**config.mk**
```make
export PLATFORM = sky130hd
export DESIGN_NAME = gray_seq_counter
export DESIGN_NICKNAME = d
export VERILOG_FILES = /design/src/rtl/gray_seq_pkg.sv /design/src/rtl/gray_seq_counter_gray_to_bin.sv /design/src/rtl/gray_seq_counter.sv
export SDC_FILE = /design/constraint.sdc
export NUM_CORES = 1
export LEC_CHECK = 0
export ABC_AREA = 1
export BUFFER_PORTS_ARGS = -buffer_cell sky130_fd_sc_hd__buf_4
export CELL_PAD_IN_SITES_DETAIL_PLACEMENT = 0
export CELL_PAD_IN_SITES_GLOBAL_PLACEMENT = 2
export CORE_MARGIN = 3
export CORE_UTILIZATION = 17
export CTS_CLUSTER_SIZE = 20
export DETAILED_ROUTE_END_ITERATION = 12
export PLACE_DENSITY_LB_ADDON = 0.25
export SLEW_MARGIN = 20
export SYNTH_ARGS = -nofsm -noshare
export SYNTH_HDL_FRONTEND = slang
export SYNTH_SLANG_ARGS = --single-unit
```
**constraint.sdc**
```tcl
create_clock -name clock -period 1.5 [get_ports clock]
set_input_delay 0.225 -clock clock [delete_from_list [all_inputs] [get_ports clock]]
set_output_delay 0.225 -clock clock [all_outputs]
set_load 0.05 [all_outputs]
```
**src/rtl/gray_seq_pkg.sv**
```systemverilog
// Shared constants and Gray/binary conversion helpers for the Gray-code sequencer.
// Both helpers work at the maximum legal width (16). Callers zero-extend narrower values and slice the result.
package gray_seq_pkg;

    localparam logic DIR_UP   = 1'b0;
    localparam logic DIR_DOWN = 1'b1;
    localparam int   MAX_W    = 16;

    function automatic logic [MAX_W-1:0] bin2gray(input logic [MAX_W-1:0] b);
        return b ^ (b >> 1);
    endfunction

    function automatic logic [MAX_W-1:0] gray2bin(input logic [MAX_W-1:0] g);
        logic [MAX_W-1:0] b;
        b[MAX_W-1] = g[MAX_W-1];
        for (int i = MAX_W - 2; i >= 0; i--) begin
            b[i] = b[i+1] ^ g[i];
        end
        return b;
    endfunction

endpackage

```
**src/rtl/gray_seq_counter_gray_to_bin.sv**
```systemverilog
// Combinational Gray-to-binary converter.
// Each binary bit is the XOR of all Gray bits at or above its position.
module gray_to_bin #(
    parameter int WIDTH = 2
) (
    input  logic [WIDTH-1:0] i_gray,
    output logic [WIDTH-1:0] o_bin
);

    always_comb begin
        logic acc;
        acc   = 1'b0;
        o_bin = '0;
        for (int i = WIDTH - 1; i >= 0; i--) begin
            acc      = acc ^ i_gray[i];
            o_bin[i] = acc;
        end
    end

endmodule

```
**src/rtl/gray_seq_counter.sv**
```systemverilog
// WIDTH-bit reflected-Gray sequencer with direction, clear, load, terminal-count and wrap flags.
// Optional build macro GRAY_SEQ_SATURATE_EN: steps at the end code are suppressed, and a sat pulse is raised for each suppressed step.
module gray_seq_counter
    import gray_seq_pkg::*;
#(
    parameter int          WIDTH      = 2,
    parameter int unsigned RESET_CODE = 0
) (
    input  logic             clock,
    input  logic             reset,
    input  logic             x_in,
    input  logic             dir,
    input  logic             clear,
    input  logic             load,
    input  logic [WIDTH-1:0] load_code,
    output logic [WIDTH-1:0] state,
    output logic [WIDTH-1:0] next_state,
    output logic [WIDTH-1:0] bin_count,
    output logic             tc,
    output logic             wrap
`ifdef GRAY_SEQ_SATURATE_EN
    ,
    output logic             sat
`endif
);

    localparam logic [WIDTH-1:0] L_RESET_CODE = WIDTH'(RESET_CODE);

    logic [WIDTH-1:0] r_state;
    logic             r_wrap;
    logic [WIDTH-1:0] w_bin;
    logic [WIDTH-1:0] w_bin_step;
    logic [WIDTH-1:0] w_gray_step;
    logic             w_step_req;
    logic             w_advance;
    logic             w_wrap_d;

    gray_to_bin #(.WIDTH(WIDTH)) u_gray_to_bin (
        .i_gray (r_state),
        .o_bin  (w_bin)
    );

    assign w_bin_step  = (dir == DIR_UP) ? w_bin + 1'b1 : w_bin - 1'b1;
    assign w_gray_step = WIDTH'(bin2gray(MAX_W'(w_bin_step)));

    assign tc         = (dir == DIR_UP) ? (w_bin == '1) : (w_bin == '0);
    assign w_step_req = x_in & ~clear & ~load;

`ifdef GRAY_SEQ_SATURATE_EN
    logic r_sat;

    assign w_advance = w_step_req & ~tc;
    assign w_wrap_d  = 1'b0;
    assign sat       = r_sat;

    always_ff @(posedge clock or posedge reset) begin
        if (reset) begin
            r_sat <= 1'b0;
        end else begin
            r_sat <= w_step_req & tc;
        end
    end
`else
    assign w_advance = w_step_req;
    assign w_wrap_d  = w_step_req & tc;
`endif

    // Priority: clear over load over step.
    always_comb begin
        next_state = r_state;
        if (clear) begin
            next_state = L_RESET_CODE;
        end else if (load) begin
            next_state = load_code;
        end else if (w_advance) begin
            next_state = w_gray_step;
        end
    end

    always_ff @(posedge clock or posedge reset) begin
        if (reset) begin
            r_state <= L_RESET_CODE;
            r_wrap  <= 1'b0;
        end else begin
            r_state <= next_state;
            r_wrap  <= w_wrap_d;
        end
    end

    assign state     = r_state;
    assign bin_count = w_bin;
    assign wrap      = r_wrap;

endmodule

```
==> impl_results.md, run 1 <==
- Status: finished, violations left
- Violations in the final reports: negative setup slack
- CTS root buf: clkbuf_4
- Hold Path Cell Cnt: 4
- Initial antenna violation count: 0
- Placed cell area: 428 sq um
- Total of max-cap violations: 0
- Die W: ~44 microns
- Leakage: 0.267 nW
- Global route total overflow: 0
- Final worst setup slack: -0.138 ns
- Total power: approximately 470 uW
- Syn Nets: 48
- Hold_ws: 0.274 ns
- Post-route DRC: 0
- Slowest stage delay, CP: between 0.3 and 0.4 ns
- Highest ir drop seen on vdd: 339 uV
- Post-synthesis cell type count: 14
- Fillers: 153
- DR vias/cell: 3.96
- HP Class: in -> reg
- Number of detailed-route iterations in the first pass: 2
- Post-Syn Instances: 38
- Combinational power share: 49.0%
- Relative slew slack: 88.4%
- Post-layout min period: roughly 1.6 ns
- Clock-pin slew on the worst setup and hold paths: 0.04 ns
- Die Ht: 44.2 microns
- Mapped cell area: 248 sq um
- RSZ-0062 raised after global routing: yes
- Final setup viols: 2
- Element type at the critical path start: register
- Slew Viols, Final: 0
- Fmax achieved: 610 MHz
- Cells after DPL: 69
- PD cells: 958 nW/um^2
- Fin cells: 74
- Core region area: 1330 sq um
- I/O pin total: 16
- CP Cell Sequence: inv_2, ha_4, inv_2, nand3_2, nand2_2, a21oi_4, buf_6
- Setup TNS: -0.192 ns
- Vias in the first global route: approximately 270
- Critical Path Sink Type: output port
- 1st-iter DRT viols: 2
- Area Overhead vs Synth: 97.0%
- TritonCTS buffer count: 3
- Most common cell type on the critical path: inv_2
- Tightest Pin Transition: between 0.15 and 0.2 ns
- DRT Wirelength: 649 microns
- Final core utilization: 36.6%
- Die Area: 1950 sq um
- Antenna cell count: 0
- Final Hold Fails: 0
- H-tree depth: 1
- Longest Clk Path Bufs: 2
- Routed via count: about 290
- Port Buf Inserts: 15
- Design area: 488 sq um
- Critical Path AT: 1.41 ns
- Total GRT Usage: under 10%
- Worst Path Max Fanout: 4
- Cell internal pwr: 273 uW
- Skew-Pair Late Insertion Delay: approximately 0.24 ns
- Classification of the worst setup path: reg -> out
- Switching fraction of total power: 41.7%
- Bufs and invs on worst path: 3
- Synth warnings: 0
- Clock power share: 31.2%
- Register-to-Register Path Depth: 6
- Post-CTS Setup Inserts: 0
- Dpl hpwl: approximately 550 microns
- Clock Sinks: 3
- ANT nets after route: 0
- Initial core utilization: a little under a fifth
- Layout Skew: between 0.003 and 0.004 ns
- DR WL/cell: 8.77 microns
- Number of synthesized register bits: 3
- Top Family by Delay on Critical Path: flip-flops
- CP max stage cell: dfrtp_2
- Seq/Total Area, Yosys: 30.3%
- Syn_area_per_cell: 6.52 sq um
- Global-route wire length before repair: 1.08 mm
- Final period utilization: 109%
- Row cnt: 13
- Psw: 195 uW
- Place WS: 0.0219 ns
- RePlAce Congestion: 0.639
- NumNets Final: 70
- Ratio of cells with drive above 1 in the final layout: between 60% and 70%
- Levels on crit path: 7
- Sequential share of power: between 10% and 20%
- CTS tree: done
- Required @ worst endpoint: 1.27 ns
- Largest net degree at the start of global routing: 6
[synth_stat cells]
| cell | n | area share (%) |
|---|---|---|
| inv_2 | 1 | 1.5 |
| or2_2 | 1 | 2.5 |
| ha_1 | 2 | 10 |
| nand2_1 | 8 | 12 |
| nor2_1 | 4 | 6.1 |
| dfrtp_1 | 3 | 30 |
| inv_1 | 9 | 14 |
| a21oi_1 | 1 | 2.0 |
| o21ai_0 | 2 | 4.0 |
| or2_1 | 1 | 2.5 |
| o21ai_1 | 1 | 2.0 |
| nand3_2 | 1 | 4.0 |
| nand3_1 | 3 | 6.1 |
| buf_4 | 1 | 3.0 |
[registers in the layout, summed over array words and instances (netlist names)]
register,count
wrap,1
state,2
[metal layers]
metal,track usage [%],share of wire (%),up-vias
met4,3.61,0,0
met1,9.07,44,126
met3,5.28,9.6,0
li1,-,-,155
met5,0,0,-
met2,11.9,47,12
[power by group through the flow]
stage	sequential, mW	clock, mW	combinational (mW)
global placement	0.0931	0	0.217
detailed placement	0.0931	0	0.216
floorplan	0.114	0	0.137
CTS	0.0925	0.154	0.231
global route	0.0930	0.166	0.247
finish	0.0925	0.146	0.229
[final cells by class]
| type | count | area [sq um] | area share (%) |
|---|---|---|---|
| clock buffers | 4 | 26.3 | 5.38 |
| inverters | 10 | 37.5 | 7.69 |
| multi-input cells | 24 | 179 | 36.7 |
| flip-flops and latches | 3 | 77.6 | 15.9 |
| well taps | 15 | 18.8 | 3.85 |
| repair buffers | 18 | 149 | 30.5 |
[worst paths after layout]
check | startpoint | end | slack (ns)
worst max-delay path | state[1] | next_state[1] | -0.14
min in group asynchronous | reset | state[0] | 0.41
worst min-delay path | clear | state[0] | 0.27
worst max register to register | state[1] | state[1] | 0.41
max in group asynchronous | reset | state[1] | 0.95
worst min register to register | state[1] | state[1] | 0.75
[worst reg2reg max path, delay by kind of cell, from the launching register on]
| kind | cells | cell delay (ns) |
|---|---|---|
| DFF | 1 | 0.38 |
| adders and majority gates | 1 | 0.27 |
| AOI/OAI and AO/OA | 1 | 0.14 |
| and+or+nand+nor | 2 | 0.11 |
| buffers and inverters | 2 | 0.09 |
[logic make-up after synthesis]
logic type | synth area share (%)
AO/OA/AOI/OAI | 8.08
buffers and inverters | 18.2
AND/OR/NAND/NOR | 33.3
adder cells (fa/ha/maj) | 10.1
flip-flops | 30.3
[placed cells by master (no fill, tap or decap), drive strengths merged]
cell type,n
clkbuf,4
buf,17
a21oi,1
dfrtp,3
ha,2
nand3,4
inv,10
or2,2
nand2,8
nor2,4
dlygate4sd3,1
o21ai,3
[what timing repair did]
| item | CTS | global route |
|---|---|---|
| endpoints found under the hold margin | 3 | 0 |
| hold buffers | 1 | 0 |
| setup endpoints to repair | 3 | 3 |
| pin swaps | 3 | 0 |
| resized for setup | 7 | 1 |
No activity file was read; power rests on OpenSTA's default activity.
==> run 2: changes to the inputs <==
==> constraint.sdc (replaced) <==
create_clock -name clock -period 1.5 [get_ports clock]
set_input_delay 0.15 -clock clock [delete_from_list [all_inputs] [get_ports clock]]
set_output_delay 0.15 -clock clock [all_outputs]
set_load 0.05 [all_outputs]
==> run 2 against run 1 <==
  * Sequential power down 1%
  * Via count up 2.7%
  * Clock skew down 0.0027 ns
  * First-iteration DRC count unchanged
  * Fmax up 8.3%
  * The run still ends with negative setup slack left
  * Worst hold slack worse by 0.087 ns
  * Largest cell class unchanged
  * Final area up 3.6%
  * Power up 1.1%
==> impl_results.md, run 2 (same netlist as run 1, synthesis figures left out) <==
- Status: finished, violations left
- Violations in the final reports: negative setup slack
- Row cnt: 13 (unchanged)
- Cells after DPL: 69 (unchanged)
- Required @ worst endpoint: 1.35 ns (+0.08 ns)
- Global-route wire length before repair: 1.17 mm (+8.3%)
- Critical Path AT: 1.36 ns (-0.05 ns)
- Layout Skew: 0.000591 ns (-0.00271 ns)
- Skew-Pair Late Insertion Delay: 0.23 ns (about the same)
- Highest ir drop seen on vdd: 372 uV (+9.5%)
- CP Cell Sequence: inv_2, ha_4, inv_2, nand3_2, nand2_2, a21oi_4, buf_6
- Classification of the worst setup path: reg -> out
- Most common cell type on the critical path: inv_2
- DR vias/cell: 3.96 (about the same)
- Initial antenna violation count: 0 (unchanged)
- Number of detailed-route iterations in the first pass: 4 (+2)
- Hold_ws: 0.187 ns (-0.0870 ns)
- H-tree depth: 1 (unchanged)
- Vias in the first global route: 302 (+13%)
- PD cells: 935 nW/um^2 (-2.4%)
- Final period utilization: 101% (-8.4 points)
- DRT Wirelength: 692 microns (+6.6%)
- I/O pin total: 16 (unchanged)
- Port Buf Inserts: 15 (unchanged)
- Worst Path Max Fanout: 3 (-1)
- Fin cells: 76 (+2.7%)
- Slowest stage delay, CP: 0.36 ns (-0.02 ns)
- Global route total overflow: 0 (unchanged)
- Relative slew slack: 90.1% (+1.6 points)
- Area Overhead vs Synth: 104%
- Ratio of cells with drive above 1 in the final layout: 67.2% (+4.5 points)
- 1st-iter DRT viols: 2 (unchanged)
- Critical Path Sink Type: output port
- CTS tree: done
- Element type at the critical path start: register
- Largest register FFs: 2 (unchanged)
- Fmax achieved: 661 MHz (+8.3%)
- Total power: 473 uW (+1.1%)
- Final worst setup slack: -0.0120 ns (+0.126 ns)
- Antenna cell count: 0 (unchanged)
- Bufs and invs on worst path: 3 (unchanged)
- NumNets Final: 72 (+2.9%)
- ANT nets after route: 0 (unchanged)
- Top Family by Delay on Critical Path: flip-flops
- DR WL/cell: 9.11 microns (+3.8%)
- TritonCTS buffer count: 3 (unchanged)
- Place WS: 0.125 ns (+0.103 ns)
- Routed via count: 301 (+2.7%)
- Die Area: 1950 sq um (unchanged)
- Total GRT Usage: 8.25% (+0.16 points)
- Clock Sinks: 3 (unchanged)
- Die W: 44.2 microns (unchanged)
- CP max stage cell: dfrtp_2
- Tightest Pin Transition: 0.147 ns (-0.0260 ns)
- RePlAce Congestion: 0.654 (+2.4%)
- Post-layout min period: 1.51 ns (-0.126 ns)
- Slew Viols, Final: 0 (unchanged)
- Clock-pin slew on the worst setup and hold paths: 0.04 ns (about the same)
- Core region area: 1330 sq um (unchanged)
- HP Class: in -> reg
- Dpl hpwl: 571 microns (+4.2%)
- Final Hold Fails: 0 (unchanged)
- Commonest non-fill, non-tap cell in the layout: buf_4
- Commonest non-fill, non-tap cells in the layout: 16 x buf_4, 6 x inv_1, 5 x nand2_1, 4 x inv_2
- Longest Clk Path Bufs: 2 (unchanged)
- Total of max-cap violations: 0 (unchanged)
- Initial core utilization: 18.6% (unchanged)
- RSZ-0062 raised after global routing: yes
- Largest net degree at the start of global routing: 7 (+1)
- Final core utilization: 37.9% (+1.3 points)
- Leakage: 0.275 nW (+2.9%)
- CTS root buf: clkbuf_4
- Final setup viols: 1 (-1)
- Post-route DRC: 0 (unchanged)
- Die Ht: 44.2 microns (unchanged)
[run 2: metal layers]
layer / vias up / global-route usage [%] / share of wire, %
li1: 158 / - / -
met5: - / 0 / 0
met2: 13 / 14.5 / 52
met3: 0 / 4.88 / 9.5
met1: 130 / 9.05 / 39
met4: 0 / 0 / 0
[run 2: worst paths after layout]
check | start | endpoint | slack, ns | cells past startpoint
hold reg to reg | state[0] | state[0] | 0.81 | 5
min in group asynchronous | reset | state[0] | 0.35 | 3
setup reg to reg | state[1] | wrap | 0.37 | 5
setup / recovery | state[1] | next_state[1] | -0.01 | 7
max in group asynchronous | reset | state[1] | 1.01 | 3
hold / removal | clear | state[0] | 0.19 | 4
[run 2: repair_timing]
| item | CTS | global route |
|---|---|---|
| setup endpoints to repair | 3 | 3 |
| hold buffers | 1 | 0 |
| setup buffers | 1 | 1 |
| resized for setup | 7 | 4 |
| hold endpoints to repair | 3 | 0 |
| pin swaps | 4 | 3 |
[run 2: metrics by stage]
stage	TNS [ns]	area, sq um
floorplan	-0.379	284
global route	-0.143	505
finish	-0.0120	505
global placement	0	423
CTS	-0.0243	487
detailed placement	0	423
[run 2: final cells by class]
| class | instances | area, sq um |
|---|---|---|
| tap | 15 | 18.8 |
| multi-input combinational | 24 | 181 |
| sequential | 3 | 77.6 |
| inverter | 10 | 37.5 |
| timing repair buffer | 20 | 164 |
| clock buffer | 4 | 26.3 |
| fill | 149 | 828 |
[run 2: where the power goes]
| part | total (mW) | leakage (nW) | switching (mW) | internal, mW |
|---|---|---|---|---|
| clock | 0.142 | 0.0150 | 0.0421 | 0.0997 |
| combinational | 0.240 | 0.223 | 0.147 | 0.0922 |
| sequential | 0.0914 | 0.0368 | 0.00358 | 0.0878 |
| total | 0.473 | 0.275 | 0.193 | 0.280 |
[run 2: worst reg2reg max path, stage by stage (launching register included)]
cell and delay (ns):
dfrtp_2 0.40, buf_4 0.16, ha_2 0.17, o21ai_2 0.14, buf_4 0.12, nor2_1 0.03
